### src/rtl/adc_pipe_code_gen.sv
// -----------------------------------------------------------------------------
// adc_pipe_code_gen
//
// Digital stimulus source for the 1.5-bit pipelined ADC encoder. A 3-bit target
// code is decomposed into stage-1 / stage-2 one-hot comparator decisions and a
// final-stage bit, and these are emitted with the stage-to-stage skew of a real
// pipelined converter. A latency-aligned copy of the target code is produced for
// checking the encoder output.
//
// Parameters:
//   STAGE_DLY   cycles between successive stage decisions of a sample (1..3)
//   ENC_LATENCY encoder latency d3 -> d_o, used to align exp_code_o (0..7)
//   REPEAT      slots each code is issued for in sweep mode (1..255)
//
// Ports:
//   clock_i       system clock, rising edge
//   reset_i       asynchronous active-low reset
//   en_i          launch enable (low: no new samples, pipeline drains)
//   mode_i        0 = direct (code_i handshake), 1 = internal sweep
//   code_i        target code in direct mode
//   code_valid_i  code_i valid
//   code_ready_o  code_i accepted this cycle (combinational)
//   d1_o          stage-1 one-hot decision (000 = empty slot)
//   d2_o          stage-2 one-hot decision
//   d3_o          final-stage bit
//   exp_code_o    expected encoder output for the aligned sample
//   exp_valid_o   exp_code_o meaningful this cycle
//   alt_i         (only with ADC_PIPE_CODE_GEN_ALT_DECOMP_EN) use the
//                 alternate redundant decomposition for this launch
//   sweep_done_o  one-cycle pulse with the last repetition of code 7 on d1_o
//
// Optional feature macro: ADC_PIPE_CODE_GEN_ALT_DECOMP_EN
// -----------------------------------------------------------------------------
module adc_pipe_code_gen #(
   parameter int unsigned STAGE_DLY   = 1,
   parameter int unsigned ENC_LATENCY = 1,
   parameter int unsigned REPEAT      = 1
) (
   input  logic       clock_i,
   input  logic       reset_i,
   input  logic       en_i,
   input  logic       mode_i,
   input  logic [2:0] code_i,
   input  logic       code_valid_i,
   output logic       code_ready_o,
   output logic [2:0] d1_o,
   output logic [2:0] d2_o,
   output logic       d3_o,
   output logic [2:0] exp_code_o,
   output logic       exp_valid_o,
`ifdef ADC_PIPE_CODE_GEN_ALT_DECOMP_EN
   input  logic       alt_i,
`else
`endif
   output logic       sweep_done_o
);

   localparam logic [7:0] REP_LAST = 8'(REPEAT - 1);

   // Slot records shrink along the pipe: each stage only carries what is
   // still needed downstream. Empty slots are all-zero records.
   typedef struct packed {
      logic       valid;
      logic [2:0] code;
      logic [2:0] d1;
      logic [2:0] d2;
      logic       d3;
   } s1_t;

   typedef struct packed {
      logic       valid;
      logic [2:0] code;
      logic [2:0] d2;
      logic       d3;
   } s2_t;

   typedef struct packed {
      logic       valid;
      logic [2:0] code;
      logic       d3;
   } s3_t;

   typedef struct packed {
      logic       valid;
      logic [2:0] code;
   } ex_t;

   // Decompose code c into {d1, d2, d3}; alt selects the redundant variant
   // (codes 0 and 7 have no alternative and map identically).
   function automatic logic [6:0] decomp(input logic [2:0] c, input logic alt);
      logic [6:0] r;
      case ({alt, c})
         4'b0_000: r = {3'b001, 3'b001, 1'b0};
         4'b0_001: r = {3'b001, 3'b010, 1'b0};
         4'b0_010: r = {3'b010, 3'b001, 1'b0};
         4'b0_011: r = {3'b010, 3'b010, 1'b0};
         4'b0_100: r = {3'b100, 3'b001, 1'b0};
         4'b0_101: r = {3'b100, 3'b010, 1'b0};
         4'b0_110: r = {3'b100, 3'b010, 1'b1};
         4'b0_111: r = {3'b100, 3'b100, 1'b1};
         4'b1_000: r = {3'b001, 3'b001, 1'b0};
         4'b1_001: r = {3'b001, 3'b001, 1'b1};
         4'b1_010: r = {3'b001, 3'b010, 1'b1};
         4'b1_011: r = {3'b001, 3'b100, 1'b1};
         4'b1_100: r = {3'b010, 3'b010, 1'b1};
         4'b1_101: r = {3'b010, 3'b100, 1'b1};
         4'b1_110: r = {3'b100, 3'b100, 1'b0};
         4'b1_111: r = {3'b100, 3'b100, 1'b1};
         default:  r = 7'b000_000_0;
      endcase
      return r;
   endfunction

   logic       code_ready_s;
   logic       launch_s;
   logic [2:0] launch_code_s;
   logic       alt_s;
   logic [6:0] dec_s;
   logic [2:0] sw_code_d, sw_code_q;
   logic [7:0] sw_rep_d, sw_rep_q;
   logic       done_d, done_q;
   s1_t        s1_d, s1_q;
   s2_t [STAGE_DLY-1:0] s2_q;
   s3_t [STAGE_DLY-1:0] s3_q;
   s2_t        s2_in_s;
   s3_t        s3_in_s;
   ex_t        ex_in_s;
   ex_t        ex_out_s;

`ifdef ADC_PIPE_CODE_GEN_ALT_DECOMP_EN
   assign alt_s = alt_i;
`else
   assign alt_s = 1'b0;
`endif

   // Ready is forced low while reset is asserted even though it is combinational.
   assign code_ready_s = en_i & ~mode_i & reset_i;

   // Launch selection, sweep counter advance and stage-1 record build.
   always_comb begin
      launch_s      = 1'b0;
      launch_code_s = 3'd0;
      sw_code_d     = sw_code_q;
      sw_rep_d      = sw_rep_q;
      done_d        = 1'b0;
      s1_d          = '0;
      if (mode_i) begin
         if (en_i) begin
            launch_s      = 1'b1;
            launch_code_s = sw_code_q;
            done_d        = (sw_code_q == 3'd7) && (sw_rep_q == REP_LAST);
            if (sw_rep_q == REP_LAST) begin
               sw_rep_d  = 8'd0;
               sw_code_d = sw_code_q + 3'd1;   // 7 wraps to 0 naturally
            end else begin
               sw_rep_d  = sw_rep_q + 8'd1;
            end
         end else begin
            launch_s = 1'b0;                  // counters hold
         end
      end else begin
         launch_s      = code_valid_i & code_ready_s;
         launch_code_s = code_i;
      end
      dec_s = decomp(launch_code_s, alt_s);
      if (launch_s) begin
         s1_d.valid = 1'b1;
         s1_d.code  = launch_code_s;
         s1_d.d1    = dec_s[6:4];
         s1_d.d2    = dec_s[3:1];
         s1_d.d3    = dec_s[0];
      end else begin
         s1_d = '0;
      end
   end

   assign s2_in_s = {s1_q.valid, s1_q.code, s1_q.d2, s1_q.d3};
   assign s3_in_s = {s2_q[STAGE_DLY-1].valid, s2_q[STAGE_DLY-1].code, s2_q[STAGE_DLY-1].d3};
   assign ex_in_s = {s3_q[STAGE_DLY-1].valid, s3_q[STAGE_DLY-1].code};

   // Stage-1 register, stage-2/3 delay lines and sweep state.
   always_ff @(posedge clock_i or negedge reset_i) begin
      if (!reset_i) begin
         s1_q      <= '0;
         s2_q      <= '0;
         s3_q      <= '0;
         sw_code_q <= 3'd0;
         sw_rep_q  <= 8'd0;
         done_q    <= 1'b0;
      end else begin
         s1_q    <= s1_d;
         s2_q[0] <= s2_in_s;
         s3_q[0] <= s3_in_s;
         for (int i = STAGE_DLY - 1; i > 0; i--) begin
            s2_q[i] <= s2_q[i-1];
            s3_q[i] <= s3_q[i-1];
         end
         sw_code_q <= sw_code_d;
         sw_rep_q  <= sw_rep_d;
         done_q    <= done_d;
      end
   end

   // Expected-code line; with zero encoder latency it aligns with d3_o.
   if (ENC_LATENCY == 0) begin : g_lat0
      assign ex_out_s = ex_in_s;
   end else begin : g_lat
      ex_t [ENC_LATENCY-1:0] ex_q;

      // Expected-code shift register.
      always_ff @(posedge clock_i or negedge reset_i) begin
         if (!reset_i) begin
            ex_q <= '0;
         end else begin
            ex_q[0] <= ex_in_s;
            for (int i = ENC_LATENCY - 1; i > 0; i--) begin
               ex_q[i] <= ex_q[i-1];
            end
         end
      end

      assign ex_out_s = ex_q[ENC_LATENCY-1];
   end

   assign code_ready_o = code_ready_s;
   assign d1_o         = s1_q.d1;
   assign d2_o         = s2_q[STAGE_DLY-1].d2;
   assign d3_o         = s3_q[STAGE_DLY-1].d3;
   assign exp_code_o   = ex_out_s.code;
   assign exp_valid_o  = ex_out_s.valid;
   assign sweep_done_o = done_q;

endmodule

### config.mk
export PLATFORM = sky130hd
export DESIGN_NAME = adc_pipe_code_gen
export DESIGN_NICKNAME = d
export VERILOG_FILES = /design/src/rtl/adc_pipe_code_gen.sv
export SDC_FILE = /design/constraint.sdc
export NUM_CORES = 1
export LEC_CHECK = 0
export ABC_AREA = 1
export BUFFER_PORTS_ARGS = -buffer_cell sky130_fd_sc_hd__buf_2
export CORE_ASPECT_RATIO = 0.6
export CORE_MARGIN = 2
export CORE_UTILIZATION = 56
export DETAILED_ROUTE_END_ITERATION = 8
export PLACE_DENSITY_LB_ADDON = 0.12
export SLEW_MARGIN = 10
export SYNTH_ARGS = -nofsm -noshare
export SYNTH_HDL_FRONTEND = slang
export SYNTH_SLANG_ARGS = --single-unit
export TNS_END_PERCENT = 5
### constraint.sdc
create_clock -name clock_i -period 2.9 [get_ports clock_i]
set_clock_uncertainty 0.15 [all_clocks]
set_input_delay 0.29 -clock clock_i [delete_from_list [all_inputs] [get_ports clock_i]]
set_output_delay 0.29 -clock clock_i [all_outputs]
set_load 0.02 [all_outputs]
# After elaboration in Yosys (flattened, before gate mapping)
# Memory sizes are Yosys's and may differ from the RTL's.
# Cells that the tools add are included.
[word_totals]
regBits = 40
rom_bits = 112
input_bits = 8
out_inout_bits = 13
memories = 1
[op_classes]
n_addsub = 2
n_eq_ne = 1
n_mux = 8
n_bitwise = 4
reduce_logical = 4
[mem_list]
columns = ["name", "words", "width", "rd", "rd_clocked_by_memory_dff", "write_ports", "line_no", "source"]
rows = [
  ["(no name shown)", 16, 7, 1, 0, 0, "92", "case ({alt, c})"],
]
[ops]
columns = ["cell", "n"]
rows = [
  ["11-bit two-way mux", 1],
  ["8-bit by 1-bit adder with 8-bit output, second input constant", 1],
  ["8-bit logical NOT", 1],
  ["8-bit two-way mux", 1],
  ["3-bit two-way mux", 2],
  ["1-bit two-way mux", 4],
  ["3-bit by 1-bit adder with 3-bit output, second input constant", 1],
  ["1-bit bitwise AND", 3],
  ["3-bit == test, second input constant", 1],
  ["3-bit AND reduction", 1],
  ["2-bit AND reduction", 1],
  ["1-bit logical AND", 1],
  ["1-bit inverter", 1],
]

# Longest topological paths before layout
# Gate-level depths: netlist (run 1).
[depth]
ltp_word = 6
depth_mapped = 8
depth_no_buf = 8

# Least setup slack after synthesis (run 1)
# No wires, ideal clock.
[synth_path]
path_kind = "register to register"
start = "register sw_rep_q[0]"
end = "register sw_code_q[2]"
t_arrival_ns = 1.132
required_time_ns = 2.624
setup_slack_ns = 1.492
stages_incl_launch_ff = 8
path_buffers = 0
period_less_slack_ns = 1.408
path_cell_list = "dfrtp_1 > inv_1 > ha_1 > nand3_1 > nor2_1 > nand2_1 > inv_1 > o21ai_0"
[synth_via]
elab_chain_len = 2
[synth_rtl]
columns = ["element", "line_no", "source"]
rows = [
  ["from (decl)", "120", "logic [7:0] sw_rep_d, sw_rep_q;"],
  ["from (signal assigned)", "199", "sw_rep_q <= sw_rep_d;"],
  ["8-bit logical NOT", "152", "if (sw_rep_q == REP_LAST) begin"],
  ["3-bit AND reduction (no line)", "--", ""],
  ["to (signal assigned)", "198", "sw_code_q <= sw_code_d;"],
  ["to (decl)", "119", "logic [2:0] sw_code_d, sw_code_q;"],
]
# Every way passes these cells.
# A chain may end at the register's enable or synchronous reset.

# Worst setup path in the final report (run 1)
[layout_path]
start = "input reset_i"
end = "output code_ready_o"
[layout_via]
elab_chain_len = 1
[layout_rtl]
columns = ["element", "line_no", "source"]
rows = [
  ["from (decl)", "40", "input logic reset_i,"],
  ["1-bit bitwise AND", "137", "assign code_ready_s = en_i & ~mode_i & reset_i;"],
  ["to (decl)", "45", "output logic code_ready_o,"],
]
# Every way passes these cells.

==> results.md, run 1 <==
- Status: finished clean
- Top cell by count, worst path: buf_2
- Vias in the first global route: 902
- RSZ-0062 raised after global routing: false
- Synth top area cells: dfrtp_1 63%, nand2_1 8.9%, inv_1 4.8%
- Sequential fraction of the synthesis area: 0.626
- Worst path cell trace: dlygate4sd3_1 -> buf_2 -> nand2_1 -> nor2_1 -> buf_2
- Later-pin clock latency in the skew report: 280 ps
- Clock power share: 0.294
- Final Net Count: 182
- Worst r2r path cells: 7
- PwrDens: 671 nW/um^2
- Post-DRT Antenna Nets: 0
- Minimum clock period: 1710 ps
- Largest net degree at the start of global routing: 40
- Die height: 44.9 um
- CTS root buf: clkbuf_8
- Slew headroom: 0.687
- First-pass GRT wire length: 4.08 mm
- Setup violators final: 0
- Mapped Avg Cell Area: 10.6 um^2
- Critical Path Max Stage Delay: 530 ps
- Max clock buf depth: 2
- Switching share of power: 0.295
- Commonest non-fill, non-tap cell in the layout: dfrtp_1
- Clk slew on worst S/H paths: 80 ps
- 1st-pass router iterations: 5
- Share of layout cells above drive strength 1: 0.228
- CP endpoint kind: output port
- FF-to-FF setup slack: 1320 ps
- Gr usage total: 0.176
- GRT overflow: 0
- Overall power: 1.18 mW
- Fin. max-slew vios: 0
- Buffers added on ports: 20
- Reg power frac: 0.551
- Cell Area, Synth: 1560 um^2
- Post-CTS Setup Inserts: 0
- Num CTS Buffers: 5
- Start of the worst register-to-register path: sw_rep_q[0]$_DFFE_PN0N_
- Core Area: 2570 um^2
- Synthesis Warnings: 0
- Critical Path Fanout Max: 2
- Via count: 1020
- Global placer's final weighted congestion: 0.854
- Hold depth: 3
- CP max stage cell: dlygate4sd3_1
- Initial antenna violation count: 0
- Final WS setup: 1190 ps
- WL final: 2.39 mm
- Crit path kind: primary input to output port
- Synth top area share: 0.626
- Seq cells post-synth: 39
- Leading area contributor after synthesis: dfrtp_1
- Htree depth: 2
- DRT iter0 DRCs: 111
- Achievable Freq: 0.586 GHz
- WL per Instance: 11.8 um
- N_diodes: 0
- Most frequent cells in the layout: 39 x dfrtp_1, 37 x nand2_1, 20 x inv_1, 20 x buf_2, 10 x nor2_1
- Syn Inst Count: 147
- Cell variety after synth: 26
- Num ports: 21
- Critical Path Source: reset_i
- Initial Util: 0.606
- Max-cap violation count: 0
- R2R Path End: sw_code_q[2]$_DFFE_PN0P_
- Crit path launch type: primary input
- DP Cell Count: 194
- CTS tree: built
- Fin. Hold Viols: 0
- Fin cells: 203
- Die area: 3240 um^2
- Critical hold path startpoint: code_valid_i
- HP Class: primary input to flip-flop
- Final Cycle Share: 0.588
- Worst hold margin: 170 ps
- Internal power: 0.831 mW
- Gate power share: 0.155
- Leakage power: 0.972 nW
- Drt drc: 0
- Num rows: 14
- Via-to-Cell Ratio: 5.02
- Setup TNS: 0 ps
- Clock Sinks: 39
- Critical Path End: code_ready_o
- DP Worst Slack: 1310 ps
- Detailed placement HPWL: 1.78 mm
- Die span in x: 72.1 um
- Worst slew pin tran: 470 ps
- Crit path DAT: 1270 ps
- Worst-case vdd ir drop: 0.364 mV
- CP required: 2460 ps
- Synth Net Count: 159
- Net switching power: 0.348 mW
- Layout area overhead: 12.7%
==> sequential cells by signal, summed over array words and instances, names as in the netlist <==
register	count
s1_q	8
s2_q	5
exp_valid_o	1
d3_o	1
exp_code_o	3
sw_rep_q	8
d1_o	2
sw_code_q	3
d2_o	3
ex_in_s	4
sweep_done_o	1
==> routing by layer <==
layer	GRT usage	part of all wire	wire, um	vias to the layer above
met5	0	0	0	-
met4	0.102	0.023	56	0
met3	0.0625	0.043	103	6
met2	0.259	0.46	1100	27
met1	0.232	0.47	1130	497
li1	-	-	-	490
==> synthesized netlist by cell type <==
master	number
a211oi_1	1
a21o_2	1
a21oi_2	1
a41oi_1	1
buf_4	6
dfrtp_1	39
ha_1	4
inv_1	20
inv_2	1
inv_6	1
nand2_1	37
nand2_4	1
nand3_1	9
nand3_4	1
nand4_1	1
nor2_1	10
nor2_4	1
nor3_1	1
nor3_2	1
nor3_4	1
o21ai_0	4
o21ai_2	1
o21ai_4	1
or2_1	1
xnor2_1	1
xor2_1	1
==> worst max-delay path: cells and delay by family <==
| kind | cells | cell delay, ps |
|---|---|---|
| buffers and inverters | 3 | 810 |
| AND/OR/NAND/NOR | 2 | 160 |
==> power by group through the flow <==
stage,sequential (mW),combinational (mW),clock (mW)
after floorplan,0.651,0.132,0
after global placement,0.654,0.172,0
after detailed placement,0.660,0.184,0
after CTS,0.649,0.187,0.354
after global routing,0.655,0.208,0.380
final,0.649,0.183,0.347
==> cells by family after synthesis <==
logic type               Yosys count  share of synthesized area
flip-flops                        39                      0.626
XOR/XNOR                           2                     0.0112
AO/OA/AOI/OAI                     10                     0.0505
AND/OR/NAND/NOR                   64                      0.196
buffers and inverters             28                     0.0850
adder cells (fa/ha/maj)            4                     0.0321
==> through the flow <==
step	util	instance area, um^2
after floorplan	-	1560
after global placement	0.646	1660
after detailed placement	0.646	1660
after CTS	0.683	1760
after global routing	0.683	1760
final	0.683	1760
==> final cells by class <==
class / count / area, um^2
sequential: 39 / 976
fill: 210 / 817
multi-input combinational: 80 / 452
timing repair buffer: 22 / 118
inverter: 22 / 87.6
clock buffer: 6 / 72.6
tap: 32 / 40.0
clock inverter: 2 / 12.5
==> what timing repair did <==
action,4_1_cts,5_1_grt
hold buffers,1,0
endpoints found under the hold margin,39,0
resized for setup,0,0
==> how the worst min path moves through the flow <==
stage	slack, ps	to
2_1_floorplan	-160	d1_o[0]$_DFF_PN0_
3_3_place_gp	180	ex_in_s[1]$_DFF_PN0_
3_5_place_dp	180	ex_in_s[1]$_DFF_PN0_
4_1_cts	170	s1_q[10]$_DFF_PN0_
5_1_grt	170	s1_q[10]$_DFF_PN0_
6_report	170	s1_q[10]$_DFF_PN0_
Power figures use the tool's default switching activity.
==> run 2, diff against run 1 <==
- CORE_UTILIZATION: 56 -> 55
- clock period: 2.9 -> 1.75 ns (I/O delays scaled with it)
==> results.md, run 2 (synthesized netlist as in run 1, its figures left out) <==
- Detailed placement HPWL: 1.82 mm (+2.4%)
- RSZ-0062 raised after global routing: false
- 1st-pass router iterations: 4 (-1)
- Fin cells: 203 (unchanged)
- Fin. max-slew vios: 0 (unchanged)
- Core Area: 2590 um^2 (+0.68%)
- PwrDens: 1180 nW/um^2 (+76%)
- WL per Instance: 12.4 um (+5.2%)
- Die area: 3290 um^2 (+1.7%)
- Start of the worst register-to-register path: sw_rep_q[0]$_DFFE_PN0N_
- Minimum clock period: 1590 ps
- GRT overflow: 0 (unchanged)
- Critical Path Source: sw_rep_q[0]$_DFFE_PN0N_
- N_diodes: 0 (unchanged)
- Commonest non-fill, non-tap cell in the layout: dfrtp_1
- Num ports: 21 (unchanged)
- Crit path kind: flip-flop to flip-flop
- Die span in x: 72.8 um (+0.85%)
- Status: finished clean
- Largest net degree at the start of global routing: 40 (unchanged)
- Filler cells: 195 (-7.1%)
- Slew headroom: 0.684 (-0.00283)
- Layout area overhead: 14.4%
- Final Cycle Share: 0.910
- Max-cap violation count: 0 (unchanged)
- Worst-case vdd ir drop: 0.624 mV (+71%)
- Final Net Count: 182 (unchanged)
- Htree depth: 2 (unchanged)
- Worst slew pin tran: 474 ps (+4.24 ps)
- Largest registers: s1_q (8), sw_rep_q (8), s2_q (5)
- Via count: 996 (-2.4%)
- Initial Util: 0.602 (-0.00409)
- Clock Sinks: 39 (unchanged)
- Share of layout cells above drive strength 1: 0.234 (+0.00585)
- Via-to-Cell Ratio: 4.91 (-2.4%)
- Setup violators final: 0 (unchanged)
- DRT iter0 DRCs: 60 (-46%)
- Achievable Freq: 0.628 GHz
- DP Worst Slack: 181 ps (-1130 ps)
- Global placer's final weighted congestion: 0.837 (-2.0%)
- Crit path launch type: flip-flop
- Later-pin clock latency in the skew report: 290 ps (about the same)
- Drt drc: 0 (unchanged)
- Gr usage total: 0.184 (+0.00757)
- Critical Path Fanout Max: 5 (+3)
- Clk slew on worst S/H paths: 70 ps (about the same)
- First-pass GRT wire length: 4.30 mm (+5.4%)
- Critical hold path startpoint: code_valid_i
- Max clock buf depth: 2 (unchanged)
- Fin. Hold Viols: 0 (unchanged)
- Buffers added on ports: 20 (unchanged)
- Area after DPL: 1660 um^2 (unchanged)
- Crit path DAT: 1610 ps (+340 ps)
- HP Class: primary input to flip-flop
- Setup TNS: 0 ps (unchanged)
- Num CTS Buffers: 5 (unchanged)
- CTS root buf: clkbuf_8
- Num rows: 14 (unchanged)
- CP required: 1770 ps (-690 ps)
- DP Cell Count: 194 (unchanged)
- Post-DRT Antenna Nets: 0 (unchanged)
- Post_cts resized: 0 (unchanged)
- WL final: 2.51 mm (+5.2%)
- Initial antenna violation count: 0 (unchanged)
- CTS tree: built
- Design area: 1790 um^2 (+1.6%)
- Leakage power: 0.989 nW (+1.7%)
- Most frequent cells in the layout: 39 x dfrtp_1, 37 x nand2_1, 20 x inv_1, 20 x buf_2, 10 x nor2_1
- Vias in the first global route: 971 (+7.6%)
- Die height: 45.3 um (+0.82%)
- CP endpoint kind: flip-flop
- Overall power: 2.11 mW (+79%)
- Final WS setup: 158 ps (-1040 ps)
[run 2: path summary, 6_finish.rpt]
check / to / slack (ps) / cells after the start
max in group asynchronous: ex_in_s[2]$_DFF_PN0_ / 770 / 3
min: s1_q[10]$_DFF_PN0_ / 50 / 3
min in group asynchronous: sw_rep_q[7]$_DFFE_PN0N_ / 340 / 3
min reg2reg: s2_q[4]$_DFF_PN0_ / 190 / 0
max: sw_code_q[2]$_DFFE_PN0P_ / 160 / 7
max reg2reg: sw_code_q[2]$_DFFE_PN0P_ / 160 / 7
[run 2: layout make-up]
| type | instances | area (um^2) | share of cell area |
|---|---|---|---|
| Clock buffer | 5 | 68.8 | 0.0385 |
| Tap cell | 32 | 40.0 | 0.0224 |
| Clock inverter | 3 | 43.8 | 0.0245 |
| Sequential cell | 39 | 976 | 0.547 |
| Timing Repair Buffer | 22 | 118 | 0.0659 |
| Inverter | 22 | 87.6 | 0.0491 |
| Multi-Input combinational cell | 80 | 452 | 0.253 |
[run 2: layer usage]
| layer | track usage | vias to the layer above | wire length (um) |
|---|---|---|---|
| met2 | 0.287 | 27 | 1180 |
| li1 | - | 496 | - |
| met4 | 0.0778 | 0 | 29 |
| met3 | 0.0670 | 4 | 123 |
| met5 | 0 | - | 0 |
| met1 | 0.237 | 469 | 1180 |
[run 2: per-stage QoR]
stage	utilization	hold slack [ps]
after detailed placement	0.641	119
final	0.689	52.4
after CTS	0.689	42.9
after floorplan	-	-271
after global routing	0.689	55.7
after global placement	0.641	119
[run 2: repair_timing]
action,CTS,global route
endpoints found under the hold margin,39,0
hold buffers,1,0
endpoints found under the setup margin,0,0
setup buffers,0,0
[run 2: critical path, cell delays in order (launching register included)]
cell and delay (ps):
dfrtp_1 390, inv_1 170, ha_1 180, nand3_1 70, nor2_1 160, nand2_1 140
inv_1 140, o21ai_0 80
[run 2: power by group]
part	total (mW)	internal, mW	switching, mW
clock network	0.736	0.424	0.312
logic	0.302	0.103	0.199
registers	1.08	0.996	0.0796
==> run 3, diff against run 2 <==
- CORE_UTILIZATION: 55 -> 40
- GPL_TIMING_DRIVEN: unset -> 0
==> results.md, run 3 (synthesized netlist as in run 1, its figures left out) <==
- Status: complete, but fails checks
- Failing checks: hold timing
- Final WS setup: 180 ps (+21.6 ps)
- Fin cells: 222 (+9.4%)
- Setup violators final: 0 (unchanged)
- Detailed placement HPWL: 1.67 mm (-8.2%)
- Htree depth: 2 (unchanged)
- PwrDens: 1150 nW/um^2 (-3.2%)
- Post-DRT Antenna Nets: 0 (unchanged)
- Initial Util: 0.422 (-0.180)
- Critical Path Fanout Max: 5 (unchanged)
- Gate power share: 0.143 (about the same)
- Via-to-Cell Ratio: 4.29 (-13%)
- Largest registers: s1_q (8), sw_rep_q (8), s2_q (5)
- Gr usage total: 0.128 (-0.0560)
- Setup TNS: 0 ps (unchanged)
- Core Area: 3700 um^2 (+43%)
- First-pass GRT wire length: 4.15 mm (-3.4%)
- Worst slew pin tran: 496 ps (+22.2 ps)
- Fin. Hold Viols: 39 (+39)
- Register area: 976 um^2 (unchanged)
- DP Cell Count: 214 (+10%)
- Layout area overhead: 17.7%
- Final Core Density: 0.496 (-0.192)
- DRT iter0 DRCs: 62 (+3.3%)
- Commonest non-fill, non-tap cell in the layout: dfrtp_1
- Max-cap violation count: 0 (unchanged)
- Largest net degree at the start of global routing: 41 (+2.5%)
- WL per Instance: 10.8 um (-13%)
- Share of layout cells above drive strength 1: 0.269 (+0.0347)
- 1st-pass router iterations: 4 (unchanged)
- Die height: 52.4 um (+16%)
- RSZ-0062 raised after global routing: false
- CTS tree: built
- Global placer's final weighted congestion: 0.800 (-4.5%)
- Die area: 4430 um^2 (+35%)
- Later-pin clock latency in the skew report: 280 ps (about the same)
- Post-CTS Setup Inserts: 0 (unchanged)
- Minimum clock period: 1570 ps (-21.6 ps)
- Start of the worst register-to-register path: sw_rep_q[0]$_DFFE_PN0N_
- Clk slew on worst S/H paths: 70 ps (about the same)
- Buffers added on ports: 20 (unchanged)
- R2R Path End: sw_code_q[2]$_DFFE_PN0P_
- Reg power frac: 0.509 (about the same)
- Slew headroom: 0.669 (-0.0148)
- CP required: 1800 ps (+30 ps)
- Via count: 953 (-4.3%)
- CP endpoint kind: flip-flop
- Switching share of power: 0.273 (-0.00588)
- Initial antenna violation count: 0 (unchanged)
- HP Class: primary input to async pin
- Num rows: 17 (+3)
- Num CTS Buffers: 5 (unchanged)
- Crit path kind: flip-flop to flip-flop
- Most frequent cells in the layout: 39 x dfrtp_1, 36 x nand2_1, 19 x inv_1, 19 x buf_2, 10 x nor2_1
- Final Net Count: 186 (+2.2%)
- Overall power: 2.11 mW (-0.38%)
- Crit path launch type: flip-flop
- GRT overflow: 0 (unchanged)
- N_diodes: 0 (unchanged)
- Net switching power: 0.576 mW (-2.5%)
- Clock power share: 0.348 (about the same)
- Leakage power: 1.01 nW (+2.4%)
- DP Worst Slack: -201 ps (-382 ps)
- Area occupied by multi-input gates: 454 um^2 (+0.55%)
- Worst hold margin: -297 ps (-349 ps)
- Final Cycle Share: 0.897 (-0.0124)
- Clock Sinks: 39 (unchanged)
- Filler cells: 370 (+90%)
- CTS root buf: clkbuf_8
- Drt drc: 0 (unchanged)
- Worst-case vdd ir drop: 0.634 mV (+1.6%)
- Die span in x: 84.6 um (+16%)
- Worst r2r path cells: 8 (+1)
- Crit path DAT: 1620 ps (about the same)
- Fin. max-slew vios: 0 (unchanged)
- FF-to-FF setup slack: 180 ps (+20 ps)
- Achievable Freq: 0.637 GHz (+1.4%)
- WL final: 2.39 mm (-4.8%)
- Internal power: 1.53 mW (+0.43%)
- Num ports: 21 (unchanged)
- Vias in the first global route: 887 (-8.7%)
- Max clock buf depth: 2 (unchanged)
run 3: cell types whose count changed in the layout (fill, tap and decap cells not counted), sizes merged:
cell / before / now
buf: 21 / 26
dlygate4sd3: 1 / 0
run 3: metrics by stage:
step	area, um^2	hold slack [ps]
floorplan	1560	-271
global placement	1720	182
detailed placement	1720	185
CTS	1830	-282
global route	1840	-273
finish	1840	-297
run 3: timing repair:
action	4_1_cts	5_1_grt
endpoints found under the hold margin	39	39
gates resized for setup	1	2
setup endpoints to repair	1	2
run 3: critical path, cell delays in order, from the launching register on:
cell and delay [ps]:
dfrtp_1 390, inv_2 110, ha_1 170, nand3_1 70, nor2_1 190, nand2_2 120, inv_1 130, nand2_1 70
o21ai_0 80
run 3: area by class of cell:
class | count | share of cell area
sequential | 39 | 0.531
multi-input combinational | 80 | 0.247
timing repair buffer | 20 | 0.0559
inverter | 22 | 0.0477
clock buffer | 5 | 0.0375
tap | 47 | 0.0320
buffer | 6 | 0.0245
clock inverter | 3 | 0.0238
run 3: routing by layer:
| metal | track usage | routed length, um |
|---|---|---|
| met3 | 0.0504 | 121 |
| met1 | 0.181 | 1300 |
| met4 | 0.0635 | 33 |
| met5 | 0 | 0 |
| met2 | 0.169 | 935 |
run 3: how the worst max path moves through the flow:
stage | from | end | slack (ps) | cells past startpoint
2_1_floorplan | sw_rep_q[0]$_DFFE_PN0N_ | sw_code_q[2]$_DFFE_PN0P_ | 340 | 7
3_3_place_gp | reset_i | s1_q[1]$_DFF_PN0_ | -230 | 5
3_5_place_dp | reset_i | s1_q[1]$_DFF_PN0_ | -200 | 5
4_1_cts | sw_rep_q[0]$_DFFE_PN0N_ | sw_code_q[2]$_DFFE_PN0P_ | 70 | 8
5_1_grt | sw_rep_q[0]$_DFFE_PN0N_ | sw_code_q[2]$_DFFE_PN0P_ | 20 | 8
6_report | sw_rep_q[0]$_DFFE_PN0N_ | sw_code_q[2]$_DFFE_PN0P_ | 180 | 8
run 3: power groups by stage:
| stage | clock (mW) | combinational [mW] | sequential [mW] |
|---|---|---|---|
| after detailed placement | 0 | 0.307 | 1.09 |
| after CTS | 0.763 | 0.307 | 1.07 |
| after floorplan | 0 | 0.218 | 1.08 |
| final | 0.732 | 0.302 | 1.07 |
| after global routing | 0.800 | 0.349 | 1.09 |
| after global placement | 0 | 0.295 | 1.08 |
